### src/rtl/rld_pkg.sv
// Shared definitions for the run-length decoder: FSM states, pair field
// offsets inside a compressed word, and the byte-lane merge helper.
package rld_pkg;

   typedef enum logic [2:0] {
      ST_IDLE    = 3'd0,
      ST_RD_REQ  = 3'd1,
      ST_RD_WAIT = 3'd2,
      ST_EXPAND  = 3'd3,
      ST_WRITE   = 3'd4,
      ST_FLUSH   = 3'd5,
      ST_FINISH  = 3'd6
   } rld_state_t;

   localparam int unsigned COUNT_LSB   = 0;
   localparam int unsigned BYTE_LSB    = 8;
   localparam int unsigned PAIR_STRIDE = 16;
   localparam logic [31:0] BYTES_PER_WORD = 32'd4;

   // Replace one byte lane of a little-endian word.
   function automatic logic [31:0] pack_merge(input logic [31:0] word,
                                              input logic [1:0]  lane,
                                              input logic [7:0]  data);
      logic [31:0] w_res;
      w_res = word;
      w_res[{lane, 3'b000} +: 8] = data;
      return w_res;
   endfunction

endpackage

### src/rtl/rld_byte_packer.sv
// Accumulates decoded bytes little-endian into a 32-bit word; lanes not yet
// written read as zero, so a partial word is already zero-padded.
module rld_byte_packer
   import rld_pkg::*;
(
   input  logic        clk,
   input  logic        reset,
   input  logic        clear,
   input  logic        byte_valid,
   input  logic [7:0]  byte_in,
   output logic [31:0] word,
   output logic        full,
   output logic [1:0]  byte_cnt
);

   logic [31:0] r_word;
   logic [1:0]  r_cnt;
   logic        r_full;

   // Lane accumulation; the count wraps to 0 as the fourth byte lands.
   always_ff @(posedge clk or posedge reset) begin
      if (reset) begin
         r_word <= 32'd0;
         r_cnt  <= 2'd0;
         r_full <= 1'b0;
      end else if (clear) begin
         r_word <= 32'd0;
         r_cnt  <= 2'd0;
         r_full <= 1'b0;
      end else if (byte_valid) begin
         r_word <= pack_merge(r_word, r_cnt, byte_in);
         r_cnt  <= r_cnt + 2'd1;
         r_full <= (r_cnt == 2'd3);
      end else begin
         r_word <= r_word;
         r_cnt  <= r_cnt;
         r_full <= r_full;
      end
   end

   assign word     = r_word;
   assign full     = r_full;
   assign byte_cnt = r_cnt;

endmodule

### src/rtl/rld_decoder.sv
// Run-length decoder: reads (byte, count) pairs over SRAM port A, expands the
// runs and writes packed plaintext back. Optional macro: RLD_BOUND_CHECK_EN.
module rld_decoder
   import rld_pkg::*;
#(
   parameter int ADDR_W = 16,
   parameter int RUN_W  = 8
) (
   input  logic              clk,
   input  logic              reset,
   input  logic              start,
   input  logic [31:0]       rle_addr,
   input  logic [31:0]       rle_size,
   input  logic [31:0]       out_addr,
   output logic [31:0]       out_size,
   output logic              done,
   output logic              port_A_clk,
   output logic [ADDR_W-1:0] port_A_addr,
   output logic [31:0]       port_A_data_in,
   input  logic [31:0]       port_A_data_out,
   output logic              port_A_we
`ifdef RLD_BOUND_CHECK_EN
   ,
   input  logic [31:0]       out_limit,
   output logic              overflow
`endif
);

   localparam logic [RUN_W-1:0] RUN_ONE  = RUN_W'(1);
   localparam logic [RUN_W-1:0] RUN_ZERO = RUN_W'(0);

   rld_state_t         r_state;
   logic [31:0]        r_rd_ptr;
   logic [31:0]        r_wr_ptr;
   logic [31:0]        r_pairs_left;
   logic [31-BYTE_LSB:0] r_word_hi;
   logic               r_pair_sel;
   logic [RUN_W-1:0]   r_remain;
   logic               r_word_done;
   logic               r_all_done;
   logic               r_done;
   logic [31:0]        r_out_size;
   logic               r_we;
   logic [ADDR_W-1:0]  r_addr;
   logic [31:0]        r_din;

   logic [31:0]        w_pack_word;
   logic               w_pack_full;
   logic [1:0]         w_pack_cnt;
   logic [7:0]         w_cur_byte;
   logic               w_bound_hit;
   logic               w_emit;
   logic               w_fill;
   logic               w_pair_end;
   logic               w_last_pair;
   logic [31:0]        w_next_word;
   logic [1:0]         w_next_cnt;
   logic               w_clear;
   rld_state_t         w_exp_next;
   logic               w_exp_we;

`ifdef RLD_BOUND_CHECK_EN
   logic r_overflow;
   assign w_bound_hit = (r_state == ST_EXPAND) && (r_remain != RUN_ZERO) &&
                        (r_out_size >= out_limit);
   assign overflow    = r_overflow;
`else
   assign w_bound_hit = 1'b0;
`endif

   // Datapath decode for the pair currently being expanded.
   always_comb begin
      if (r_pair_sel) begin
         w_cur_byte = r_word_hi[BYTE_LSB + PAIR_STRIDE - BYTE_LSB +: 8];
      end else begin
         w_cur_byte = r_word_hi[0 +: 8];
      end
      w_emit      = (r_state == ST_EXPAND) && (r_remain != RUN_ZERO) && !w_bound_hit;
      w_fill      = w_emit && (w_pack_cnt == 2'd3);
      w_pair_end  = (r_state == ST_EXPAND) && (r_remain <= RUN_ONE) && !w_bound_hit;
      w_last_pair = (r_pairs_left == 32'd1);
      w_clear     = ((r_state == ST_IDLE) && start) || (r_state == ST_WRITE);
      if (w_emit) begin
         w_next_word = pack_merge(w_pack_word, w_pack_cnt, w_cur_byte);
         w_next_cnt  = w_pack_cnt + 2'd1;
      end else begin
         w_next_word = w_pack_word;
         w_next_cnt  = w_pack_cnt;
      end
   end

   // Successor of EXPAND; a fill takes priority so the pair position survives the write.
   always_comb begin
      w_exp_next = ST_EXPAND;
      if (w_bound_hit) begin
         w_exp_next = ST_FLUSH;
      end else if (w_fill) begin
         w_exp_next = ST_WRITE;
      end else if (w_pair_end) begin
         if (w_last_pair) begin
            w_exp_next = ST_FLUSH;
         end else if (r_pair_sel) begin
            w_exp_next = ST_RD_REQ;
         end else begin
            w_exp_next = ST_EXPAND;
         end
      end else begin
         w_exp_next = ST_EXPAND;
      end
      w_exp_we = (w_exp_next == ST_WRITE) ||
                 ((w_exp_next == ST_FLUSH) && (w_next_cnt != 2'd0));
   end

   rld_byte_packer u_packer (
      .clk        (clk),
      .reset      (reset),
      .clear      (w_clear),
      .byte_valid (w_emit),
      .byte_in    (w_cur_byte),
      .word       (w_pack_word),
      .full       (w_pack_full),
      .byte_cnt   (w_pack_cnt)
   );

   // Main FSM; port A outputs are registered on entry to the state that uses them.
   always_ff @(posedge clk or posedge reset) begin
      if (reset) begin
         r_state      <= ST_IDLE;
         r_rd_ptr     <= 32'd0;
         r_wr_ptr     <= 32'd0;
         r_pairs_left <= 32'd0;
         r_word_hi    <= '0;
         r_pair_sel   <= 1'b0;
         r_remain     <= RUN_ZERO;
         r_word_done  <= 1'b0;
         r_all_done   <= 1'b0;
         r_done       <= 1'b0;
         r_out_size   <= 32'd0;
         r_we         <= 1'b0;
         r_addr       <= '0;
         r_din        <= 32'd0;
`ifdef RLD_BOUND_CHECK_EN
         r_overflow   <= 1'b0;
`endif
      end else begin
         case (r_state)
            ST_IDLE: begin
               r_we <= 1'b0;
               if (start) begin
                  r_done       <= 1'b0;
                  r_out_size   <= 32'd0;
                  r_rd_ptr     <= rle_addr;
                  r_wr_ptr     <= out_addr;
                  r_pairs_left <= rle_size >> 1;
                  r_word_done  <= 1'b0;
                  r_all_done   <= 1'b0;
                  r_addr       <= rle_addr[ADDR_W-1:0];
`ifdef RLD_BOUND_CHECK_EN
                  r_overflow   <= 1'b0;
`endif
                  if ((rle_size >> 1) == 32'd0) begin
                     r_state <= ST_FINISH;
                  end else begin
                     r_state <= ST_RD_REQ;
                  end
               end
            end
            ST_RD_REQ: begin
               r_we    <= 1'b0;
               r_addr  <= r_rd_ptr[ADDR_W-1:0];
               r_state <= ST_RD_WAIT;
            end
            ST_RD_WAIT: begin
               r_word_hi   <= port_A_data_out[31:BYTE_LSB];
               r_remain    <= port_A_data_out[COUNT_LSB +: RUN_W];
               r_pair_sel  <= 1'b0;
               r_word_done <= 1'b0;
               r_rd_ptr    <= r_rd_ptr + BYTES_PER_WORD;
               r_state     <= ST_EXPAND;
            end
            ST_EXPAND: begin
               r_state <= w_exp_next;
               r_we    <= w_exp_we;
               r_din   <= w_next_word;
               r_addr  <= w_exp_we ? r_wr_ptr[ADDR_W-1:0] : r_rd_ptr[ADDR_W-1:0];
               if (w_emit) begin
                  r_out_size <= r_out_size + 32'd1;
                  r_remain   <= r_remain - RUN_ONE;
               end
`ifdef RLD_BOUND_CHECK_EN
               if (w_bound_hit) begin
                  r_overflow <= 1'b1;
               end
`endif
               if (w_pair_end) begin
                  r_pairs_left <= r_pairs_left - 32'd1;
                  if (w_last_pair) begin
                     r_all_done <= 1'b1;
                  end else if (r_pair_sel) begin
                     r_word_done <= 1'b1;
                  end else begin
                     r_pair_sel <= 1'b1;
                     r_remain   <= r_word_hi[COUNT_LSB + PAIR_STRIDE - BYTE_LSB +: RUN_W];
                  end
               end
            end
            ST_WRITE: begin
               r_we   <= 1'b0;
               r_addr <= r_rd_ptr[ADDR_W-1:0];
               if (w_pack_full) begin
                  r_wr_ptr <= r_wr_ptr + BYTES_PER_WORD;
               end
               if (r_all_done) begin
                  r_state <= ST_FLUSH;
               end else if (r_word_done) begin
                  r_state <= ST_RD_REQ;
               end else begin
                  r_state <= ST_EXPAND;
               end
            end
            ST_FLUSH: begin
               if (r_we) begin
                  r_wr_ptr <= r_wr_ptr + BYTES_PER_WORD;
               end
               r_we    <= 1'b0;
               r_addr  <= r_rd_ptr[ADDR_W-1:0];
               r_state <= ST_FINISH;
            end
            ST_FINISH: begin
               r_done  <= 1'b1;
               r_we    <= 1'b0;
               r_state <= ST_IDLE;
            end
            default: begin
               r_we    <= 1'b0;
               r_state <= ST_IDLE;
            end
         endcase
      end
   end

   assign port_A_clk     = clk;
   assign port_A_addr    = r_addr;
   assign port_A_data_in = r_din;
   assign port_A_we      = r_we;
   assign out_size       = r_out_size;
   assign done           = r_done;

endmodule

### config.mk
export PLATFORM = sky130hd
export DESIGN_NAME = rld_decoder
export DESIGN_NICKNAME = d
export VERILOG_FILES = /design/src/rtl/rld_pkg.sv /design/src/rtl/rld_byte_packer.sv /design/src/rtl/rld_decoder.sv
export SDC_FILE = /design/constraint.sdc
export NUM_CORES = 1
export LEC_CHECK = 0
export CAP_MARGIN = 20
export CORE_MARGIN = 8
export CORE_UTILIZATION = 40
export CTS_BUF_LIST = sky130_fd_sc_hd__clkbuf_2 sky130_fd_sc_hd__clkbuf_4 sky130_fd_sc_hd__clkbuf_8
export DETAILED_ROUTE_END_ITERATION = 7
export PLACE_DENSITY = 0.62
export SLEW_MARGIN = 20
export SYNTH_ARGS = -nofsm -noshare
export SYNTH_HDL_FRONTEND = slang
export SYNTH_SLANG_ARGS = --single-unit
### constraint.sdc
create_clock -name clk -period 8 [get_ports clk]
set_input_delay 1.6 -clock clk [delete_from_list [all_inputs] [get_ports clk]]
set_output_delay 1.6 -clock clk [all_outputs]
set_load 0.05 [all_outputs]
== Word-level counts from Yosys, hierarchy flattened ==
Index checks and enable logic that the tools add are counted.

* Register bits after elaboration: 251
* Input bits: 131
* Logic and storage cells: 124

* $add $sub $neg: 7
* Reductions and logical operators: 29
* Muxes and demuxes: 50
* Eq/ne operators: 18
* Order comparisons: 1
* Shifts and indexed selects: 2

{| class="wikitable"
|+ Operators by type and width
! kind !! count
|-
| $mux W32 || 10
|-
| $pmux W32 S2 || 3
|-
| $pmux W32 S3 || 1
|-
| $add A32 B3 Y32 const B || 2
|-
| $pmux W16 S3 || 1
|-
| $mux W8 || 5
|-
| $add A32 B1 Y32 const B || 1
|-
| $bwmux W32 || 1
|-
| $eq A32 B1 Y1 const B || 1
|-
| $logic_not A32 Y1 || 1
|-
| $mux W16 || 2
|-
| $shift A8 B7 Y32 const A || 1
|-
| $shiftx A8 B7 Y32 || 1
|-
| $sub A32 B1 Y32 const B || 1
|-
| $mux W3 || 6
|-
| $pmux W3 S6 || 1
|-
| $pmux W8 S2 || 1
|-
| $eq A3 B3 Y1 const B || 5
|-
| $ne A2 B2 Y1 const B || 6
|-
| $reduce_bool A2 Y1 || 6
|-
| $mux W1 || 10
|-
| $reduce_and A3 Y1 || 3
|-
| $reduce_bool A3 Y1 || 3
|-
| $le A8 B1 Y1 const B || 1
|-
| other kinds (18) || 34
|}

== Longest topological paths before layout ==
Gate-level depths: netlist of run 1.

* Word-level depth: 9
* Gate-level depth with buffers: 10
* Depth with buffers taken out: 7

== By module ==
From an unflattened synthesis of run 1, not the netlist that was laid out.

* Cells, all modules: 1385
* Area total of the unflattened synthesis: 12353.1 um2

{| class="wikitable"
|+ By module, submodules not included
! module !! cells an instance !! seq. area each (um2) !! times used !! area an instance (um2)
|-
| rld_decoder || 1259 || 4604.4 || 1 || 10662.7
|-
| rld_byte_packer || 126 || 875.8 || 1 || 1690.4
|}

==> results.yml, run 1 <==
status:
  status: "completed"
detailed_routing:
  drt_pass1_iterations: 5
  antenna_left: 0
  drt_iter0_markers: 718
  routed_wl_mm: 34.9
  viasPerCell: 5.62
  drc: 0
  vias: 10700
  avgRoutedWirePerCell_um: 18.3
layout:
  area_growth_pct: 25.2
  num-fill-cells: 2803
  stdcell_count: 1907
  final_cell_area_um2: 14800
  drive_gt1_frac: 0.0871
  multi_input_area_um2: 5750
  finalNetCount: 1629
  regArea_um2: 5480
setup_path:
  critPathKind: "clk -> out"
  cp_max_fo: 2
  cp.required_ps: 6400
  crit_arrival_ps: 4920
  cp-start-kind: "clock port"
  crit_path_end_kind: "output port"
job:
  maxCapViolations: 0
min_path:
  hp-class: "reg -> reg"
place:
  port_buffers: 180
  dp_hpwl_mm: 23.5
  gp_congestion: 0.805
  postPlaceCellArea_um2: 13800
  dp_cells: 1828
power_and_ir_drop:
  p_sw_w: 0.00220
  swShare: 0.431
  leakage_nw: 6.08
  p_int_w: 0.00290
  p_per_area_nw_per_um2: 345
  combPwrFrac: 0.403
  pwr-share-clk: 0.241
  pwr-share-seq: 0.356
  ir_worst_vdd_mv: 0.204
  power_w: 0.00510
synth:
  synth_edf_count: 0
  ys_seq_area_frac: 0.465
  synthTopCellsByArea: "dfrtp_1, nand2_1, nor2_1"
  yosys.cell_types.count: 83
  syn_nets: 1478
  synth_top_cell_area_share: 0.465
  yosysMostFrequentCell: "dfrtp_1"
  synth_ff_type: "dfrtp_1"
  synth-warning-count: 0
  avgSynthCellArea_um2: 8.84
  synthesis.area_um2: 11800
  synth_commonest_cells: "dfrtp_1, nand2_1, nor2_1"
  synth-async-reset-ratio: 1.00
  synth_top_area_cell: "dfrtp_1"
  synth_seq_cells: 219
  synth_cells: 1335
global_routing:
  grt_pass1_vias: 10400
  antenna_found_initial: 1
  grt_max_degree: 146
  overflow: 0
  grt_pass1_wl_mm: 56.0
  grt_usage: 0.192
cts:
  hold_buffers: 0
  cts_resized: 0
  cts_tree: "done"
  path_clk_slew_ps: 50
  cts_setup_buffers: 0
  insertion_delay_ps: 670
floorplan:
  fp.dieArea_um2: 35200
  start_util: 0.402
  rows: 63
  core_um2: 29300
  die_h_um: 188
  die_width_um: 188
  pin_count: 214
sta:
  slew_violations: 0
  worstMarginPinSlew_ps: 1030
  rsz0062_at_grt: "false"
  skew_ps: 33.5
  hold_viol_final: 0
  max-slew-margin-rel: 0.314
  setup_tns_ps: 0
  setup_viol: 0
[power by group through the flow]
stage / Clock [W] / Sequential (W) / Combinational [W]
2_1_floorplan: 0.0000269 / 0.00197 / 0.00128
3_3_place_gp: 0.0000288 / 0.00182 / 0.00200
3_5_place_dp: 0.0000288 / 0.00183 / 0.00204
4_1_cts: 0.00126 / 0.00181 / 0.00205
5_1_grt: 0.00132 / 0.00187 / 0.00227
6_report: 0.00123 / 0.00182 / 0.00205
[metal layers]
metal / vias up / track usage / share of wire
met3: 58 / 0.0448 / 0.062
met5: - / 0 / 0.00032
met4: 2 / 0.0585 / 0.022
li1: 5149 / - / -
met2: 330 / 0.295 / 0.45
met1: 5176 / 0.266 / 0.46
[worst max-delay path: stages]
cell and delay (ps):
clkbuf_8 110, clkbuf_8 120, clkdlybuf4s50_1 690
[layout make-up]
cell class / instances / share of cell area
tap: 390 / 0.0330
timing repair buffer: 193 / 0.130
inverter: 47 / 0.0128
multi-input combinational: 980 / 0.389
clock buffer: 70 / 0.0603
sequential: 219 / 0.371
antenna: 1 / 0.000169
clock inverter: 7 / 0.00330
[worst paths after layout]
| path | from | to | slack, ps | cells after the start |
|---|---|---|---|---|
| max | clk | port_A_clk | 1480 | 3 |
| min | r_word_hi[14] | r_word_hi[14] | 470 | 2 |
| max reg2reg | r_state[0] | out_size[28] | 4830 | 7 |
| min reg2reg | r_word_hi[14] | r_word_hi[14] | 470 | 2 |
| max in group asynchronous | reset | port_A_addr[14] | 5190 | 4 |
| min in group asynchronous | reset | port_A_data_in[3] | 1440 | 2 |
[state kept, by name (all words and copies together), names as in the netlist, 3 cells and up]
name            count
r_state             3
r_wr_ptr           16
r_remain            8
port_A_data_in     32
r_rd_ptr           16
out_size           32
r_word_hi          24
r_pairs_left       32
port_A_addr        16
u_packer.word      32
[cell usage in the layout (no fill, tap or decap), types with 15 or more instances in the layout]
| master | netlist | routed |
|---|---|---|
| a21oi_1 | 98 | 98 |
| a31oi_1 | 24 | 24 |
| clkbuf_8 | 1 | 58 |
| clkdlybuf4s50_1 | 0 | 180 |
| dfrtp_1 | 219 | 219 |
| inv_1 | 46 | 45 |
| mux2i_1 | 37 | 37 |
| nand2_1 | 178 | 178 |
| nand3_1 | 42 | 42 |
| nand4_1 | 15 | 15 |
| nor2_1 | 169 | 167 |
| nor3_1 | 25 | 24 |
| nor4_1 | 21 | 21 |
| o21ai_0 | 92 | 92 |
| o22ai_1 | 19 | 19 |
[stage by stage]
stage	hold WS [ps]	utilization	worst slack [ps]
after detailed placement	456	0.470	1730
after floorplan	437	-	407
after global routing	481	0.504	1460
final	466	0.504	1480
after CTS	469	0.502	1470
after global placement	457	0.470	1730
[logic make-up after synthesis]
kind of cell,Yosys count,synth area share
buffers and inverters,136,0.0506
multiplexers,38,0.0324
AO/OA/AOI/OAI,374,0.207
adder cells (fa/ha/maj),12,0.0127
AND/OR/NAND/NOR,543,0.223
XOR/XNOR,13,0.00965
flip-flops,219,0.465
Note: power is estimated with default switching activity, not from simulation.
==> inputs of run 2 (changes only) <==
==> constraint.sdc (replaced) <==
create_clock -name clk -period 5.9 [get_ports clk]
set_input_delay 1.18 -clock clk [delete_from_list [all_inputs] [get_ports clk]]
set_output_delay 1.18 -clock clk [all_outputs]
set_load 0.05 [all_outputs]
==> run 2 against run 1 <==
- sequential power up 35%
- clock power is 35% higher
- global-route usage is 0.31 points higher
- register-to-register slack worse by 2300 ps
- clock skew decreased by 12 ps
- utilization fell by 0.16 points
- die area unchanged
- total power is 35% higher
- cell count is 0.10% lower
- routed wire length is 0.14% higher
- count of clock-buffer cells in the layout increased by 4
- hold slack better by 1.8 ps
==> results.yml, run 2 (synthesis gave the netlist of run 1 again) <==
detailed_routing:
  vias: 10700
  antenna_left: 0
  routed_wl_mm: 34.9
  drt_pass1_iterations: 5
  viasPerCell: 5.60
  avgRoutedWirePerCell_um: 18.3
  drc: 0
  drt_iter0_markers: 698
layout:
  fin_util: 0.502
  area_growth_pct: 24.8
  final_cell_area_um2: 14700
  antennaDiodeCount: 0
  final_common_cell: "dfrtp_1"
  drive_gt1_frac: 0.0865
  finalNetCount: 1628
  layout_common_cells: "dfrtp_1, clkdlybuf4s50_1, nand2_1"
place:
  dp_slack_ps: 1100
  postPlaceCellArea_um2: 13800
  port_buffers: 180
  dp_hpwl_mm: 23.6
  gp_congestion: 0.823
sta:
  setup_viol: 0
  setup_ws_ps: 851
  rsz0062_at_grt: "false"
  skew_ps: 21.7
  setup_tns_ps: 0
  max-slew-margin-rel: 0.270
  hold_viol_final: 0
  slew_violations: 0
  worstMarginPinSlew_ps: 1090
power_and_ir_drop:
  combPwrFrac: 0.402
  leakage_nw: 6.07
  pwr-share-seq: 0.357
  p_sw_w: 0.00296
  ir_worst_vdd_mv: 0.241
  pwr-share-clk: 0.241
  p_per_area_nw_per_um2: 468
  p_int_w: 0.00393
  swShare: 0.429
global_routing:
  grt_usage: 0.195
  grt_max_degree: 139
  overflow: 0
  grt_pass1_wl_mm: 57.1
  antenna_found_initial: 2
  grt_pass1_vias: 10600
setup_path:
  r2r_slack_ps: 2560
  cp-start-kind: "clock port"
  worst-path-buf-inv: 3
  crit_arrival_ps: 3870
  r2r-start: "r_state[2]"
  cp_common_cell: "clkbuf_8"
  critPathKind: "clk -> out"
  crit_family: "buffers and inverters"
  slowest_delay_ps: 690
  crit_path_end_kind: "output port"
  reg2regPathDepth: 7
  cp.required_ps: 4720
  cp_max_fo: 2
  cp_slowest_cell: "clkdlybuf4s50_1"
  rr_endpoint: "port_A_addr[9]"
  path_cells: "clkbuf_8, clkbuf_8, clkdlybuf4s50_1"
floorplan:
  die_width_um: 188
  fp.dieArea_um2: 35200
  rows: 63
  die_h_um: 188
  start_util: 0.402
  pin_count: 214
  core_um2: 29300
cts:
  insertion_delay_ps: 650
  cts_tree: "done"
  hold_buffers: 0
  cts_setup_buffers: 0
  cts_resized: 0
  path_clk_slew_ps: 60
min_path:
  hold_start: "r_word_hi[14]"
  whs_endpoint: "r_word_hi[14]"
  hp-class: "reg -> reg"
  holdPathStages: 2
status:
  status: "completed"
job:
  maxCapViolations: 0
## run 2: final cells by class
| type | count | area [um2] |
|---|---|---|
| clock buffer | 74 | 908 |
| clock inverter | 3 | 17.5 |
| fill | 2835 | 14600 |
| inverter | 47 | 180 |
| multi-input combinational | 980 | 5740 |
| sequential | 219 | 5480 |
| tap | 390 | 488 |
| timing repair buffer | 192 | 1900 |
## run 2: worst max-delay path by stage
stage / startpoint / to / slack, ps / depth (start not counted)
5_1_grt: clk / port_A_clk / 830 / 3
2_1_floorplan: clk / port_A_clk / 1600 / 1
3_5_place_dp: clk / port_A_clk / 1100 / 1
4_1_cts: clk / port_A_clk / 840 / 3
3_3_place_gp: clk / port_A_clk / 1100 / 1
6_report: clk / port_A_clk / 850 / 3
## run 2: per-layer routing
metal	track usage	vias to the layer above	share of wire
met5	0	-	0.00054
met4	0.0548	4	0.016
met3	0.0475	51	0.063
met2	0.312	320	0.47
met1	0.260	5154	0.45
li1	-	5144	-
## run 2: tightest hold or removal path: stages (launching register included)
cell     delay [ps]
dfrtp_1         330
nand2_1          50
nand2_1          50
## run 2: metrics by stage
stage | total power, W | hold WS (ps) | instances
finish | 0.00689 | 467 | 1905
global placement | 0.00522 | 453 | 1829
global route | 0.00737 | 497 | 1905
CTS | 0.00693 | 471 | 1905
floorplan | 0.00445 | 437 | 1335
detailed placement | 0.00529 | 457 | 1829
## run 2: power groups by stage
stage / combinational (W) / clock (W) / sequential, W
finish: 0.00277 / 0.00166 / 0.00246
global route: 0.00307 / 0.00177 / 0.00253
CTS: 0.00278 / 0.00169 / 0.00245
detailed placement: 0.00278 / 0.0000391 / 0.00247
global placement: 0.00272 / 0.0000391 / 0.00246
floorplan: 0.00174 / 0.0000365 / 0.00267
